### config.mk
export PLATFORM = sky130hd
export DESIGN_NAME = fetch_queue
export DESIGN_NICKNAME = d
export VERILOG_FILES = /design/src/rtl/fetch_queue.sv
export SDC_FILE = /design/constraint.sdc
export NUM_CORES = 1
export LEC_CHECK = 0
export ABC_AREA = 1
export BUFFER_PORTS_ARGS = -buffer_cell sky130_fd_sc_hd__buf_2
export CORE_ASPECT_RATIO = 0.5
export CORE_UTILIZATION = 60
export CTS_BUF_LIST = sky130_fd_sc_hd__clkbuf_8
export CTS_CLUSTER_DIAMETER = 50
export DETAILED_ROUTE_END_ITERATION = 10
export GPL_TIMING_DRIVEN = 0
export PLACE_DENSITY = 0.82
export SLEW_MARGIN = 20
export SYNTH_ARGS = -nofsm -noshare
export SYNTH_HDL_FRONTEND = slang
export SYNTH_SLANG_ARGS = --single-unit
### constraint.sdc
create_clock -name clk -period 7.2 [get_ports clk]
set_clock_uncertainty 0.15 [all_clocks]
set_input_delay 0.72 -clock clk [delete_from_list [all_inputs] [get_ports clk]]
set_output_delay 0.72 -clock clk [all_outputs]
set_load 0.02 [all_outputs]
### src/rtl/fetch_queue.sv
// Instruction-fetch front end: owns the fetch PC, issues one read per cycle to a
// synchronous instruction memory and buffers {PC, inst} pairs for decode.
module fetch_queue #(
    parameter int unsigned     XLEN     = 32,
    parameter int unsigned     DEPTH    = 4,
    parameter logic [XLEN-1:0] RESET_PC = '0
) (
    input  logic            clk,
    input  logic            rst,
    input  logic            i_FQ_redirect,
    input  logic [XLEN-1:0] i_FQ_redirect_PC,
    output logic            o_FQ_imem_en,
    output logic [XLEN-1:0] o_FQ_imem_addr,
    input  logic [XLEN-1:0] i_FQ_imem_data,
    output logic            o_FQ_valid,
    input  logic            i_FQ_ready,
    output logic [XLEN-1:0] o_FQ_inst,
    output logic [XLEN-1:0] o_FQ_PC,
    output logic [XLEN-1:0] o_FQ_PC_PLUS
);

    localparam int unsigned AW = $clog2(DEPTH);
    localparam int unsigned CW = AW + 1;

    typedef struct packed {
        logic [XLEN-1:0] pc;
        logic [XLEN-1:0] inst;
    } entry_t;

    logic [XLEN-1:0] fetch_pc_q, fetch_pc_d;
    logic [XLEN-1:0] req_pc_q, req_pc_d;
    logic [AW-1:0]   rd_ptr_q, rd_ptr_d;
    logic [AW-1:0]   wr_ptr_q, wr_ptr_d;
    logic [CW-1:0]   count_q, count_d;
    logic            inflight_q, inflight_d;
    logic            squash_q, squash_d;
    entry_t          fifo_q [DEPTH];

    logic            pop;
    logic            push;
    logic            wr_en;
    logic            issue;
    logic [CW-1:0]   occupancy;
    logic            unused_redirect_lsbs;

    assign unused_redirect_lsbs = ^i_FQ_redirect_PC[1:0];

    // Issue only when the queue can absorb every outstanding response.
    always_comb begin
        pop        = (count_q != '0) & i_FQ_ready;
        push       = inflight_q & ~squash_q;
        occupancy  = count_q + CW'(inflight_q) - CW'(pop);
        issue      = (occupancy < CW'(DEPTH)) & ~rst & ~i_FQ_redirect;

        fetch_pc_d = fetch_pc_q;
        req_pc_d   = req_pc_q;
        rd_ptr_d   = rd_ptr_q;
        wr_ptr_d   = wr_ptr_q;
        count_d    = count_q;
        inflight_d = issue;
        squash_d   = 1'b0;
        wr_en      = 1'b0;

        if (issue) begin
            fetch_pc_d = fetch_pc_q + XLEN'(4);
            req_pc_d   = fetch_pc_q;
        end

        // Redirect flushes everything and drops any same-cycle pop or response.
        if (i_FQ_redirect) begin
            rd_ptr_d   = '0;
            wr_ptr_d   = '0;
            count_d    = '0;
            inflight_d = 1'b0;
            squash_d   = inflight_q;
            fetch_pc_d = {i_FQ_redirect_PC[XLEN-1:2], 2'b00};
        end else begin
            wr_en = push;
            if (push) begin
                wr_ptr_d = wr_ptr_q + AW'(1);
            end
            if (pop) begin
                rd_ptr_d = rd_ptr_q + AW'(1);
            end
            count_d = count_q + CW'(push) - CW'(pop);
        end
    end

    always_ff @(posedge clk) begin
        if (rst) begin
            fetch_pc_q <= RESET_PC;
            req_pc_q   <= '0;
            rd_ptr_q   <= '0;
            wr_ptr_q   <= '0;
            count_q    <= '0;
            inflight_q <= 1'b0;
            squash_q   <= 1'b0;
        end else begin
            fetch_pc_q <= fetch_pc_d;
            req_pc_q   <= req_pc_d;
            rd_ptr_q   <= rd_ptr_d;
            wr_ptr_q   <= wr_ptr_d;
            count_q    <= count_d;
            inflight_q <= inflight_d;
            squash_q   <= squash_d;
        end
    end

    // Storage is cleared on reset so the head reads as zero until first fill.
    always_ff @(posedge clk) begin
        if (rst) begin
            for (int i = 0; i < DEPTH; i++) begin
                fifo_q[i] <= '0;
            end
        end else if (wr_en) begin
            fifo_q[wr_ptr_q] <= '{pc: req_pc_q, inst: i_FQ_imem_data};
        end
    end

    assign o_FQ_imem_en   = issue;
    assign o_FQ_imem_addr = fetch_pc_q;
    assign o_FQ_valid     = (count_q != '0);
    assign o_FQ_inst      = fifo_q[rd_ptr_q].inst;
    assign o_FQ_PC        = fifo_q[rd_ptr_q].pc;
    assign o_FQ_PC_PLUS   = fifo_q[rd_ptr_q].pc + XLEN'(4);

endmodule

==> flow_metrics.env <==
export IMPL_status="finished, final reports clean"
export IMPL_synthCells=1910
export IMPL_cp_startpoint="count_q[1]"
export IMPL_synthMuxAreaShare_pct=0
export IMPL_slew_headroom_pct=44.3
export IMPL_grt_first_pass_wirelength_um=68600
export IMPL_leakagePower_nw=7.82
export IMPL_hold_viol_final=0
export IMPL_multiInputGateArea_mm2=0.00584
export IMPL_synthArstFlopShare_pct=0
export IMPL_final_cell_mix="475 x nand2_1, 387 x nor2_1, 248 x edfxtp_1"
export IMPL_critPathRequiredTime_ns=6.33
export IMPL_cts_tree="yes"
export IMPL_overflow=0
export IMPL_tns_ns=0
export IMPL_worstSetupPathType="reg2out"
export IMPL_layout_commonest_cell="nand2_1"
export IMPL_min_from="i_FQ_redirect_PC[9]"
export IMPL_die_width_um=232
export IMPL_setup_viol=0
export IMPL_worstPathArrival_ns=3.23
export IMPL_antenna_found_initial=0
export IMPL_fillerInstances=1984
export IMPL_r2r_cells=17
export IMPL_cp_start_kind="register"
export IMPL_p_switching_mw=1.08
export IMPL_cts_sinks=319
export IMPL_cts_buffers=44
export IMPL_critPathMaxStageDelay_ns=0.34
export IMPL_worst_slack_ns=3.10
export IMPL_tightest_slew_ns=0.835
export IMPL_r2r_end="o_FQ_imem_addr[13]"
export IMPL_path_buf_inv=5
export IMPL_synth_flop_cell="edfxtp_1"
export IMPL_wl_per_cell_um=17.8
export IMPL_crit_path_frequent_cell="nand2_1"
export IMPL_grt_max_degree=46
export IMPL_drc=0
export IMPL_holdPathEnd="o_FQ_imem_addr[9]"
export IMPL_fin_crit_ns=4.10
export IMPL_fp_row_count=41
export IMPL_post_dp_hpwl_um=31400
export IMPL_synthXorXnorAreaFrac_pct=1.60
export IMPL_stdcell_count=2531
export IMPL_wl_um=45100
export IMPL_seq_power_share_pct=53.4
export IMPL_reg2reg_from="count_q[1]"
export IMPL_floorplan_initialDensity_pct=62.0
export IMPL_critPathMaxFanout=10
export IMPL_fmax_mhz=244
export IMPL_synth_simple_gate_area_share_pct=27.1
export IMPL_cp_cell_sequence="inv_1, nand2_1, or2_2, nand2_1, inv_1, ha_1, inv_1, ha_1, nand3_1, nand2_1, nand2_1, nand3_2, nor2_4, buf_2, buf_2"
export IMPL_drv_slew=0
export IMPL_clkLatencyLatePin_ns=0.56
export IMPL_pwr_share_clk_pct=33.9
export IMPL_design_core_area_mm2=0.0255
export IMPL_vdd_drop_max_mv=0.146
export IMPL_clockRootBuffer="clkbuf_8"
export IMPL_die_area_mm2=0.0271
export IMPL_routabilityCongestion=0.983
export IMPL_place_ws_ns=3.62
export IMPL_post_route_util_pct=71.4
export IMPL_critPathCaptureType="output pin"
export IMPL_netlist_cell_type_count=37
export IMPL_regArea_mm2=0.00887
export IMPL_num_io_pins=198
export IMPL_seq_area_frac_synth_pct=55.9
export IMPL_dieHeight_um=117
export IMPL_ant_nets=0
export IMPL_path_delay_family="simple AND/OR/NAND/NOR gates"
export IMPL_grt_pass1_vias=13100
export IMPL_grt_usage_pct=33.2
export IMPL_yosysTopAreaCellShare_pct=47.0
export IMPL_syn_avg_cell_area_um2=8.30
export IMPL_synthAdderAreaFrac_pct=0.600
export IMPL_synth_largest_area_cell="edfxtp_1"
export IMPL_numPortBuffers=187
export IMPL_r2r_slack_ns=4.22
export IMPL_hold_path_depth=3
export IMPL_rsz0062_at_grt="no"
export IMPL_synth_edf_count=248
export IMPL_cts_resized=0
export IMPL_cts_setup_buffers=0
export IMPL_first_iter_violations=1394
export IMPL_dp_cells=2452
export IMPL_synth_top_family_by_area="simple AND/OR/NAND/NOR gates"
export IMPL_layout_drive_gt1_share_pct=15.1
export IMPL_hold_class="in2reg"
export IMPL_crit_slowest_cell="dfxtp_1"
export IMPL_synth_cell_area_mm2=0.0159
export IMPL_synth_warnings=0
export IMPL_synth_compound_area_share_pct=7.23
export IMPL_max_cap_violations=0
export IMPL_htree_levels=2
export IMPL_internal_power_mw=2.86
export IMPL_p_sw_share_pct=27.5
export IMPL_share_comb_of_total_power_pct=12.7
export IMPL_synth_seq_cells=319
export IMPL_antenna_cells=0
export IMPL_cts_hold_buf=0
export IMPL_syn2layout_area_growth_pct=15.1
export IMPL_post_route_period_util_pct=56.9
export IMPL_p_per_area_mw_per_mm2=216
export IMPL_fin_nets=2229
export IMPL_first_pass_iters=5
export IMPL_viasPerCell=5.58
export IMPL_cts_buffer_depth=3
export IMPL_clk_pin_slew_worst_paths_ns=0.06
export IMPL_synth_area_top_cells="edfxtp_1 47%, nand2_1 11%, nor2_1 9.2%, dfxtp_1 9.0%, inv_1 3.9%"
export IMPL_fin_hold_ws_ns=0.297
export IMPL_num_vias=14100
## area by class of cell
cell class                      count  share of cell area (%)
Clock inverter                     34                    1.06
Buffer                            105                    2.92
Inverter                          172                    3.58
Clock buffer                       45                    3.40
Multi-Input combinational cell   1319                    32.0
Tap cell                          344                    2.36
Timing Repair Buffer              193                    6.04
Sequential cell                   319                    48.6
## state kept, by name, summed over array words and instances, names as in the netlist, named ones only
register	count
o_FQ_imem_addr	30
fifo_q	248
req_pc_q	30
inflight_q	1
count_q	3
wr_ptr_q	2
squash_q	1
rd_ptr_q	2
## synth_stat cells, drive strengths merged (2+ instances only)
cell,number
buf,55
edfxtp,248
inv,171
nor3,64
or2,2
a21oi,47
o21ai,125
nand2,489
xor2,28
nand3,101
nand4,6
nor2,397
dfxtp,71
ha,6
a31oi,8
o22ai,32
clkbuf,50
## per-stage QoR
step / area (um2) / total power [mW]
2_1_floorplan: 15900 / 2.45
3_3_place_gp: 17200 / 2.62
3_5_place_dp: 17400 / 2.64
4_1_cts: 18200 / 3.93
5_1_grt: 18200 / 4.07
6_report: 18200 / 3.94
## worst max path at each step
stage | end | slack [ns] | cells after the start
after floorplan | fifo_q[2][0] | 0.61 | 7
after global placement | fifo_q[2][14] | -2.46 | 7
after detailed placement | o_FQ_imem_en | 3.62 | 13
after CTS | o_FQ_imem_en | 3.12 | 15
after global routing | o_FQ_imem_en | 2.90 | 15
final | o_FQ_imem_en | 3.10 | 15
## power groups by stage
stage / registers, mW / logic (mW) / clock network [mW]
3_5_place_dp: 2.15 / 0.490 / 0
2_1_floorplan: 2.15 / 0.296 / 0
6_report: 2.11 / 0.499 / 1.34
5_1_grt: 2.12 / 0.542 / 1.41
4_1_cts: 2.11 / 0.492 / 1.33
3_3_place_gp: 2.15 / 0.467 / 0
## layer usage
layer	wire, um	part of all wire, %	global-route usage [%]	vias up
met5	0	0	0	-
met4	1770	3.9	14.1	0
met3	5330	12	6.20	140
met2	20900	46	55.3	863
met1	17100	38	43.5	6412
li1	-	-	-	6701
## logic make-up after synthesis
family / Yosys count
AO/OA/AOI/OAI: 216
XOR/XNOR: 29
adder cells (fa/ha/maj): 7
buffers and inverters: 277
flip-flops: 319
other: 1
AND/OR/NAND/NOR: 1061
## tightest hold or removal path, delay by kind of cell
kind                   cells  cell delay, ns
and+or+nand+nor            1            0.05
AOI/OAI and AO/OA          1            0.07
buffers and inverters      1            0.10
(Power assumes the default switching activity.)
